`config.mk`:
```
export PLATFORM = sky130hd
export DESIGN_NAME = fifo_rd_unpacker
export DESIGN_NICKNAME = d
export VERILOG_FILES = /design/src/rtl/fifo_rd_unpacker.sv
export SDC_FILE = /design/constraint.sdc
export NUM_CORES = 1
export LEC_CHECK = 0
export BUFFER_PORTS_ARGS = -buffer_cell sky130_fd_sc_hd__buf_2
export CAP_MARGIN = 30
export CORE_AREA = 8 8 126 128
export DETAILED_ROUTE_END_ITERATION = 8
export DIE_AREA = 0 0 134 136
export PLACE_DENSITY = 0.75
export SETUP_SLACK_MARGIN = 0.3
export SKIP_LAST_GASP = 1
export SLEW_MARGIN = 20
export SYNTH_ARGS = -nofsm -noshare
export SYNTH_HDL_FRONTEND = slang
export SYNTH_SLANG_ARGS = --single-unit
```
`constraint.sdc`:
```
create_clock -name clk -period 1.76 [get_ports clk]
set_input_delay 0.088 -clock clk [delete_from_list [all_inputs] [get_ports clk]]
set_output_delay 0.088 -clock clk [all_outputs]
set_load 0.01 [all_outputs]
```
`src/rtl/fifo_rd_unpacker.sv`:
```
// Reads IN_WIDTH-bit words from a FIFO and emits them as four OUT_WIDTH beats, low lane first.
// Optional feature: define FIFO_UNPACK_PARITY_EN to add o_parity (XOR of o_data).
module fifo_rd_unpacker #(
    parameter int unsigned IN_WIDTH  = 128,
    parameter int unsigned OUT_WIDTH = 32
) (
    input  logic                 clk,
    input  logic                 reset,
    input  logic                 i_empty,
    output logic                 o_rden,
    input  logic [IN_WIDTH-1:0]  i_rddata,
    output logic                 o_valid,
    input  logic                 i_ready,
    output logic [OUT_WIDTH-1:0] o_data,
    output logic                 o_last,
    output logic                 o_busy,
    output logic [15:0]          o_word_cnt
`ifdef FIFO_UNPACK_PARITY_EN
    ,
    output logic                 o_parity
`endif
);

    typedef enum logic [1:0] {StIdle, StFetch, StSend} state_e;

    state_e                      r_state;
    state_e                      w_state_next;
    logic [1:0]                  r_beat;
    logic [3:0][OUT_WIDTH-1:0]   r_word;
    logic [15:0]                 r_word_cnt;
    logic                        w_handshake;
    logic                        w_last_hs;

    always_ff @(posedge clk) begin
        if (reset) begin
            r_state <= StIdle;
        end else begin
            r_state <= w_state_next;
        end
    end

    always_ff @(posedge clk) begin
        if (reset) begin
            r_beat     <= 2'd0;
            r_word     <= '0;
            r_word_cnt <= 16'd0;
        end else begin
            if (r_state == StFetch) begin
                r_word <= i_rddata;
                r_beat <= 2'd0;
            end else if (w_handshake && (r_beat != 2'd3)) begin
                r_beat <= r_beat + 2'd1;
            end
            if (w_last_hs) begin
                r_word_cnt <= r_word_cnt + 16'd1;
            end
        end
    end

    always_comb begin
        w_state_next = r_state;
        unique case (r_state)
            StIdle:  w_state_next = i_empty ? StIdle : StFetch;
            StFetch: w_state_next = StSend;
            StSend: begin
                if (w_last_hs) begin
                    w_state_next = i_empty ? StIdle : StFetch;
                end
            end
            default: w_state_next = StIdle;
        endcase
    end

    // Outputs are forced quiet while reset is high, even before the state register clears.
    always_comb begin
        o_valid     = 1'b0;
        o_data      = '0;
        o_last      = 1'b0;
        o_busy      = 1'b0;
        o_word_cnt  = 16'd0;
        o_rden      = 1'b0;
        w_handshake = 1'b0;
        w_last_hs   = 1'b0;
        if (!reset) begin
            o_valid     = (r_state == StSend);
            o_data      = r_word[r_beat];
            o_last      = o_valid && (r_beat == 2'd3);
            o_busy      = (r_state != StIdle);
            o_word_cnt  = r_word_cnt;
            w_handshake = o_valid && i_ready;
            w_last_hs   = w_handshake && (r_beat == 2'd3);
            o_rden      = !i_empty && ((r_state == StIdle) || w_last_hs);
        end
    end

`ifdef FIFO_UNPACK_PARITY_EN
    assign o_parity = ^o_data;
`endif

endmodule

```
Word-level counts from Yosys, hierarchy flattened
Cells that the tools add are included.
{"block": "op_classes", "addsub": 2, "magnitude_cmp": 1, "eq_ne": 5, "n_mux": 13, "reduce_logical": 10}
{"op": "binary-select mux 32 bit (select 2 bit)", "n": 1}
{"op": "two-way mux 32 bit", "n": 2}
{"op": "adder 16 x 1 -> 16 bit, second input constant", "n": 1}
{"op": "two-way mux 16 bit", "n": 1}
{"op": "two-way mux 1 bit", "n": 7}
{"op": "one-hot mux 2 bit (3 select lines)", "n": 1}
{"op": "logical AND 1 bit", "n": 5}
{"op": "== test 2 bit, second input constant", "n": 2}
{"op": "!= test 2 bit, second input constant", "n": 2}
{"op": "< comparator 2 x 3 -> 1 bit, second input constant", "n": 1}
{"op": "adder 2 x 1 -> 2 bit, second input constant", "n": 1}
{"op": "== test 2 x 1 -> 1 bit, second input constant", "n": 1}
{"op": "logical NOT 2 bit", "n": 1}
{"op": "two-way mux 2 bit", "n": 1}
{"op": "nonzero test 2 bit", "n": 1}
{"op": "OR reduction 2 bit", "n": 1}
{"op": "logical NOT 1 bit", "n": 1}
{"op": "logical OR 1 bit", "n": 1}
{"block": "word_totals", "reg_bits": 148, "input_bits": 132, "output_inout_bits": 52, "elab_cells": 38}

Depth between registers and ports, before layout
Gate-level depths: netlist of run 1.
{"block": "depth", "ltp_word": 6, "depth_mapped": 6, "ltp_nobuf": 5}

Least setup slack after synthesis of run 1
Ideal clock, no wire load.
{"block": "synth_path", "path_kind": "register -> register", "from": "register r_beat[0]", "to": "register r_word_cnt[15]", "setup_time_ns": 0.123, "arrival_ns": 1.566, "t_required_ns": 1.637, "slack_ns": 0.071, "path_stages_with_launch": 6, "n_path_buf": 0, "synth_period_minus_slack_ns": 1.689, "cell_sequence": "dfxtp_1 > ha_1 > nand4b_4 > nor4_2 > nand4_1 > mux2_1"}
{"block": "synth_via", "elab_chain_len": 3}
{"element": "from (decl)", "line": "28", "text": "logic [1:0] r_beat;"}
{"element": "from (signal assigned)", "line": "52", "text": "r_beat <= r_beat + 2'd1;"}
{"element": "== test 2 bit", "line": "91", "text": "w_last_hs = w_handshake && (r_beat == 2'd3);"}
{"element": "logical AND 1 bit", "line": "91"}
{"element": "two-way mux 1 bit", "line": "84", "text": "if (!reset) begin"}
{"element": "to (signal assigned)", "line": "55", "text": "r_word_cnt <= r_word_cnt + 16'd1;"}
{"element": "to (decl)", "line": "30", "text": "logic [15:0] r_word_cnt;"}
Every way passes these cells.
A chain may end at the register's enable or synchronous reset.

Worst setup path after layout of run 1
{"block": "layout_path", "from": "register r_beat[1]", "to": "output port o_data[12]"}
{"block": "layout_via", "elab_chain_len": 3}
{"element": "binary-select mux 32 bit (select 2 bit)", "line": "86", "text": "o_data = r_word[r_beat];"}
{"element": "two-way mux 32 bit (not written as such)", "line": "86"}
{"element": "two-way mux 32 bit", "line": "84"}
{"element": "to (decl)", "line": "14", "text": "output logic [OUT_WIDTH-1:0] o_data,"}
Every way passes these cells. The select of a mux whose other input is x is not followed.

==> summary.md, run 1 <==
| Metric | Value |
|---|---|
| Outcome | finished, violations left |
| Failing checks | negative hold slack, negative setup slack |
| Pre-CTS WS | 93.58 ps |
| CTS tree | done |
| Critical path data required time | 1670 ps |
| Residual antenna-violating net count after detailed routing | 0 |
| Reg-to-Reg End | r_word_cnt[5]$_SDFFE_PP0P_ |
| Area Overhead vs Synth | 57.87% |
| Die H | 136 um |
| Most common cell after layout, fill and taps aside | nand2_1 |
| Post-synthesis cell area | 6385 um2 |
| # fillers | 944 |
| Worst Hold Path EP | r_word_cnt[3]$_SDFFE_PP0P_ |
| Switching Fraction | 23.15% |
| Final max-slew violation count | 0 |
| Static leakage power | 4.144 nW |
| Critical Path AT | 1930 ps |
| Library cells used by synthesis | 36 |
| Starting DRC count in detailed routing | 557 |
| Placement Rows | 44 |
| Slew at the pin with the worst max-slew slack | 433.2 ps |
| Ys async rst share | 0% |
| Placer Congestion | 0.8002 |
| All-Layer GR Usage | 24.39% |
| Max-cap violation count | 0 |
| Flops & latches, synth | 148 |
| Core area | 14,040 um2 |
| Syn avg cell area | 8.434 um2 |
| Clock Path Buffers | 2 |
| Crit path time final | 2019 ps |
| Residual DRC | 0 |
| Pin count of the biggest net entering global routing | 94 |
| Setup CP Type | flip-flop to output port |
| Min Hold Slack | -19.70 ps |
| Combinational Power Share | 13.3% |
| Final Skew | 8.400 ps |
| Antenna violations before repair | 4 |
| Die width | 134 um |
| Share of the synthesized area in the top cell type | 46.40% |
| Per-cell routed wire length | 18.20 um |
| Clock power frac | 45.5% |
| Worst-Skew Late Latency | 420 ps |
| Syn Nets | 891 |
| Setup violations, final | 37 |
| R2r setup slk | -70 ps |
| First-pass GRT wire length | 35.38 mm |
| Initial Util | 45.48% |
| CP Capture Type | output port |
| Via/cell ratio | 5.319 |
| RR Startpoint | r_beat[1]$_SDFFE_PP0P_ |
| Vias in the first global route | 7,039 |
| Yosys top cell by area | dfxtp_1 |
| Dominant cells by area after synthesis | dfxtp_1 (46%), nand2_1 (16%), mux4_2 (11%) |
| GR Overflow Total | 0 |
| RSZ-0062 raised after global routing | true |
| Number of synthesized flops with an enable pin | 0 |
| Layout Nets | 1,206 |
| Hold_sp | reset |
| Final WS setup | -259.2 ps |
| Seq pwr share | 41.2% |
| H-tree levels | 4 |
| Clk sinks | 148 |
| Vias post-DR | 6,766 |
| Post-synthesis cell count | 757 |
| Fin. Hold Viols | 1 |
| F_max | 495.3 MHz |
| Clock-pin slew on the worst setup and hold paths | 60 ps |
| Worst vdd ir | 0.8522 mV |
| Hold depth | 2 |
| Worst r2r path cells | 6 |
| Post-DP HPWL | 11.31 mm |
| Internal Pwr Total | 6.675 mW |
| PD cells | 861.7 nW/um2 |
| Root Buffer | clkbuf_16 |
| CTS Buf Count | 17 |
| Full die area | 18,220 um2 |
| Post-synthesis sequential area ratio | 46.40% |
| Hold Path Class | input port to flip-flop |
| Post-route clock period utilization | 114.7% |
| Port Buffers | 183 |
| Final Total Pwr | 8.686 mW |
| Synthesis warning total | 0 |
| Most frequent cells in the layout | nand2_1 (265), buf_2 (174), dfxtp_1 (143) |
| CP startpoint kind | flip-flop |
| Final wirelength | 23.15 mm |
| Layout cells sized above 1 | 30.14% |
| IO Pins | 184 |
| CP max FO | 17 |
| Drt pass-1 iters | 8 |
| Net Switching | 2.010 mW |
| Rel. slew slack | 71.12% |
| Main synth FF type | dfxtp_1 |
## metrics by stage
step           setup TNS, ps  instances  area, um2  utilization [%]
3_5_place_dp               0       1086       7652            54.51
3_3_place_gp               0       1086       7652            54.51
6_report               -6478       1272      10080            71.80
4_1_cts                -6771       1264       9879            70.37
2_1_floorplan              0        757       6440                -
5_1_grt                -8868       1271      10080            71.78
## cell usage after synthesis, drive strengths merged, types with 2 or more instances
cell type and instances:
nand2 267, dfxtp 148, a21oi 131, clkbuf 48, nor2b 44, mux4 32, nor2 17, buf 11
mux2 8, inv 7, nand3 5, and3 3, nand2b 3, nand4 3, nor4 3, xnor2 3
xor2 3, a2111oi 2, ha 2, nand3b 2, nor3b 2, o211ai 2, o21ai 2
## power groups by stage
stage          clock network [mW]  logic, mW  registers (mW)
6_report                     3.95       1.15            3.58
5_1_grt                      4.14       1.24            3.59
4_1_cts                      3.98       1.07            3.57
3_5_place_dp                    0      0.795            3.65
3_3_place_gp                    0      0.785            3.64
2_1_floorplan                   0      0.456            3.63
## sequential cells by signal, indices dropped and copies added, names as in the netlist
| register | cells |
|---|---|
| r_beat | 2 |
| r_word_cnt | 16 |
| r_word | 128 |
| r_state | 2 |
## metal layers
metal	global-route usage [%]	routed length, um	vias up
met5	0	27	-
met4	12.79	862	4
met3	7.132	1547	81
met2	41.97	11920	330
met1	26.93	8800	3188
li1	-	-	3163
## repair_timing
| item | 4_1_cts | 5_1_grt |
|---|---|---|
| setup endpoints to repair | 66 | 54 |
| buffers inserted | 14 | 3 |
| hold endpoints to repair | 133 | 2 |
| resized for setup | 20 | 31 |
| hold buffers | 129 | 1 |
| cloned | 3 | 1 |
| pin swaps | 5 | 8 |
## critical path: stages, from the launching register on
cell and delay (ps):
dfxtp_4 420, buf_16 210, mux4_2 540, nor2b_1 170, buf_2 170
## layout make-up
class                      count  area (um2)  share of cell area, %
timing repair buffer         355        2853                  28.30
clock buffer                  24       501.7                  4.978
inverter                       7       26.28                 0.2607
multi-input combinational    543        3339                  33.13
tap                          184       230.2                  2.284
sequential                   148        2977                  29.53
clock inverter                 8       145.1                  1.440
antenna                        3       7.507                0.07448
## worst max-delay path by stage
stage	from	end	slack (ps)
after floorplan	r_beat[1]$_SDFFE_PP0P_	r_word_cnt[5]$_SDFFE_PP0P_	190
after global placement	r_beat[1]$_SDFFE_PP0P_	r_word_cnt[15]$_SDFFE_PP0P_	130
after detailed placement	r_beat[1]$_SDFFE_PP0P_	r_word_cnt[15]$_SDFFE_PP0P_	90
after CTS	r_beat[1]$_SDFFE_PP0P_	o_data[24]	-240
after global routing	r_beat[1]$_SDFFE_PP0P_	o_data[12]	-320
final	r_beat[1]$_SDFFE_PP0P_	o_data[12]	-260
## cell families after synthesis
kind of cell	Yosys count	synth area share [%]
simple gates	356	24.55
fa+ha+maj	2	0.3919
mux	40	12.70
compound gates	139	11.15
xor+xnor	6	0.8232
flops	148	46.40
buf+inv	66	3.978
No activity file was read; power rests on OpenSTA's default activity.
==> inputs of run 2 (changes only) <==
- ABC_AREA: unset -> 1
- CORE_AREA: 8 8 126 128 -> 8 8 128 130
- DIE_AREA: 0 0 134 136 -> 0 0 136 138
==> run 2 against run 1 <==
Area after synthesis up 2.9%. Count of clock-buffer cells in the layout shrank 6. Non-clock buffer count up 6. Setup slack better by 190 ps. Utilization rose by 0.31 points. The flow finishes with violations (negative setup slack). Combinational power is 11% higher. Register-to-register slack improved by 80 ps. Final cell count grew 18%. Critical endpoint is now o_data[26]. Via count is 18% higher. Clock skew shrank 0.94 ps. Critical path type unchanged. Sequential power increased by 4%. Wire length grew 11%.
==> summary.md, run 2 <==
| Metric | Value |
|---|---|
| Worst-Skew Late Latency | 420 ps (about the same) |
| Full die area | 18,770 um2 (was 18,220 um2) |
| Ys async rst share | 0% (unchanged) |
| CP startpoint kind | flip-flop (unchanged) |
| Post-synthesis cell count | 984 (was 757) |
| Worst vdd ir | 0.6717 mV (was 0.8522 mV) |
| Critical Path AT | 1740 ps (was 1930 ps) |
| Post-DP HPWL | 12.85 mm (was 11.31 mm) |
| Fin. Hold Viols | 0 (was 1) |
| Vias in the first global route | 7,530 (was 7,039) |
| Failing checks | negative setup slack (was negative hold slack, negative setup slack) |
| Syn avg cell area | 6.674 um2 (was 8.434 um2) |
| Final Total Pwr | 8.843 mW (was 8.686 mW) |
| Placement Rows | 44 (unchanged) |
| Yosys top cell by area | dfxtp_1 (unchanged) |
| Post-synthesis cell area | 6568 um2 (was 6385 um2) |
| Number of synthesized flops with an enable pin | 0 (unchanged) |
| Final WS setup | -64.18 ps (was -259.2 ps) |
| Max-cap violation count | 0 (unchanged) |
| Largest family of logic cells by synthesized area | simple AND/OR/NAND/NOR gates (unchanged) |
| Outcome | finished, violations left (unchanged) |
| Residual DRC | 0 (unchanged) |
| Most flop-heavy register | r_word (unchanged) |
| Antenna violations before repair | 7 (was 4) |
| Pin count of the biggest net entering global routing | 65 (was 94) |
| Most common cell after layout, fill and taps aside | nor2_1 (was nand2_1) |
| Per-cell routed wire length | 17.17 um (was 18.20 um) |
| RSZ-0062 raised after global routing | true (unchanged) |
| GR Overflow Total | 0 (unchanged) |
| All-Layer GR Usage | 24.86% (was 24.39%) |
| Crit path time final | 1824 ps (was 2019 ps) |
| CP delay by family, top | buffers and inverters (was multiplexers) |
| CP max FO | 8 (was 17) |
| Rel. slew slack | 68.83% (was 71.12%) |
| Via/cell ratio | 5.342 (was 5.319) |
| Register area | 2972 um2 (was 2977 um2) |
| F_max | 548.2 MHz (was 495.3 MHz) |
| Share of the synthesized area in the top cell type | 45.11% (was 46.40%) |
| Clk sinks | 148 (unchanged) |
| Clock-pin slew on the worst setup and hold paths | 60 ps (about the same) |
| Post-synthesis adder-cell area fraction | 0.3810% (was 0.3919%) |
| Clock Path Buffers | 2 (unchanged) |
| Flops & latches, synth | 148 (unchanged) |
| IO Pins | 184 (unchanged) |
| Library cells used by synthesis | 23 (was 36) |
| Final Non-Filler Cells | 1,496 (was 1,272) |
| Crit-path max cell delay | 390 ps (was 540 ps) |
| Final Skew | 7.460 ps (was 8.400 ps) |
| CTS Buf Count | 17 (unchanged) |
| Setup violations, final | 14 (was 37) |
| Critical Path, Cell by Cell | buf_12, clkinv_8, clkbuf_16, o21ai_1, a21oi_1, buf_2 (was buf_16, mux4_2, nor2b_1, buf_2) |
| Slew at the pin with the worst max-slew slack | 467.5 ps (was 433.2 ps) |
| Core area | 14,310 um2 (was 14,040 um2) |
| Top-count cell post-synth | nor2_1 (was nand2_1) |
| Area of the multi-input gates | 3352 um2 (was 3339 um2) |
| Root Buffer | clkbuf_16 (unchanged) |
| Layout cells sized above 1 | 24.41% (was 30.14%) |
| Xor-xnor portion of the synthesized cell area | 0% (was 0.8230%) |
| Initial Util | 45.88% (was 45.48%) |
| CTS tree | done (unchanged) |
| Post-route clock period utilization | 103.6% (was 114.7%) |
| First-pass GRT wire length | 38.02 mm (was 35.38 mm) |
| Placer Congestion | 0.8719 (was 0.8002) |
| Max reg flops | 128 (unchanged) |
| Synthesis warning total | 0 (unchanged) |
| Layout Nets | 1,428 (was 1,206) |
| Synth Area in Compound Gates | 18.44% (was 11.15%) |
| Starting DRC count in detailed routing | 695 (was 557) |
| Worst path bufs/invs | 4 (was 2) |
| Final max-slew violation count | 0 (unchanged) |
| PD cells | 856.7 nW/um2 (was 861.7 nW/um2) |
| # fillers | 1,065 (was 944) |
| Setup CP Type | flip-flop to output port (unchanged) |
| Area Overhead vs Synth | 57.17% (was 57.87%) |
| Synth Area in Simple Gates | 29.02% (was 24.55%) |
| Hold Path Class | input port to flip-flop (unchanged) |
| Main synth FF type | dfxtp_1 (unchanged) |
| Static leakage power | 4.636 nW (was 4.144 nW) |
| Critical-path top delay cell | dfxtp_4 (was mux4_2) |
| Port Buffers | 183 (unchanged) |
| Die H | 138 um (was 136 um) |
| Critical path data required time | 1670 ps (about the same) |
| CP Capture Type | output port (unchanged) |
| Residual antenna-violating net count after detailed routing | 0 (unchanged) |
| Final wirelength | 25.69 mm (was 23.15 mm) |
| TNS Setup | -316.5 ps (was -6478 ps) |
| Most frequent cells in the layout | nor2_1 (414), buf_2 (183), dfxtp_1 (145) (was nand2_1 (265), buf_2 (174), dfxtp_1 (143)) |
| H-tree levels | 4 (unchanged) |
| Post-synthesis sequential area ratio | 45.11% (was 46.40%) |
| Vias post-DR | 7,992 (was 6,766) |
| Dominant cells by area after synthesis | dfxtp_1 (45%), nor2_1 (24%), o21ai_0 (14%) (was dfxtp_1 (46%), nand2_1 (16%), mux4_2 (11%)) |
| Drt pass-1 iters | 5 (was 8) |
| Top cells by count, synth | nor2_1 (423), o21ai_0 (190), dfxtp_1 (148) (was nand2_1 (267), dfxtp_1 (148), a21oi_1 (131)) |
| Syn Nets | 1,118 (was 891) |
| Die width | 136 um (was 134 um) |
| Number of cells after detailed placement | 1,301 (was 1,086) |
| Mux contribution to synthesized area | 0% (was 12.70%) |
| Min Hold Slack | 105.6 ps (was -19.70 ps) |
| Biggest regs | r_word x128, r_word_cnt x16 (unchanged) |
## run 2: cell count changes after synthesis, moves of 34 or more
cell	before	now
nor2_1	17	423
nand2_1	267	35
o21ai_0	2	190
a21oi_1	131	46
nor2b_1	44	0
buf_2	5	39
## run 2: layout make-up
class                           count  area share, %
Multi-Input combinational cell    734          32.47
Timing Repair Buffer              361          28.99
Sequential cell                   148          28.79
Clock buffer                       18          4.255
Tap cell                          184          2.230
Clock inverter                     14          1.794
Inverter                           32          1.345
Antenna cell                        5         0.1212
## run 2: kinds of logic (layout without fill, tap and decap cells)
kind of cell,Yosys count,count (layout)
AOI/OAI and AO/OA,242,242
buffers and inverters,104,425
other,0,5
DFF,148,148
and+or+nand+nor,488,490
adders and majority gates,2,2
## run 2: report_power, final
part / total [mW] / leakage, nW / switching [mW] / internal (mW)
Combinational: 1.28 / 3.12 / 0.655 / 0.622
Clock: 3.85 / 0.301 / 1.45 / 2.40
Sequential: 3.71 / 1.21 / 0.128 / 3.58
Total: 8.84 / 4.64 / 2.24 / 6.61
## run 2: through the flow
| step | setup slack (ps) | area, um2 | util [%] |
|---|---|---|---|
| final | -64.18 | 10320 | 72.12 |
| after CTS | 9.022 | 9749 | 68.11 |
| after detailed placement | 254.0 | 7635 | 53.34 |
| after floorplan | 478.6 | 6568 | - |
| after global placement | 312.0 | 7635 | 53.34 |
| after global routing | -103.9 | 10320 | 72.12 |
## run 2: what timing repair did
item / 4_1_cts / 5_1_grt
hold buffers: 130 / 0
gates cloned: 4 / 9
pin swaps: 9 / 35
endpoints found under the setup margin: 42 / 62
buffers inserted: 3 / 12
hold endpoints to repair: 129 / 0
resized for setup: 42 / 96
## run 2: layer usage
metal | track usage [%] | up-vias | wire length [um]
li1 | - | 3778 | -
met1 | 29.51 | 3668 | 10070
met2 | 39.83 | 434 | 12300
met3 | 7.029 | 108 | 2290
met4 | 12.90 | 4 | 1000
met5 | 0 | - | 21
## run 2: tightest hold or removal path, cell delays in order
cell and delay [ps]:
buf_2 110, nand2_2 60, inv_2 60, nor2_2 50, nand2_1 60, a21oi_1 50
## run 2: worst paths after layout
check	startpoint	cells past startpoint	end	slack [ps]
hold / removal	i_ready	6	r_state[1]$_SDFFE_PP0P_	110
setup / recovery	r_beat[0]$_SDFFE_PP0P_	6	o_data[26]	-60
setup reg to reg	r_beat[0]$_SDFFE_PP0P_	11	r_word_cnt[7]$_SDFFE_PP0P_	10
hold reg to reg	r_word_cnt[0]$_SDFFE_PP0P_	1	r_word_cnt[0]$_SDFFE_PP0P_	480
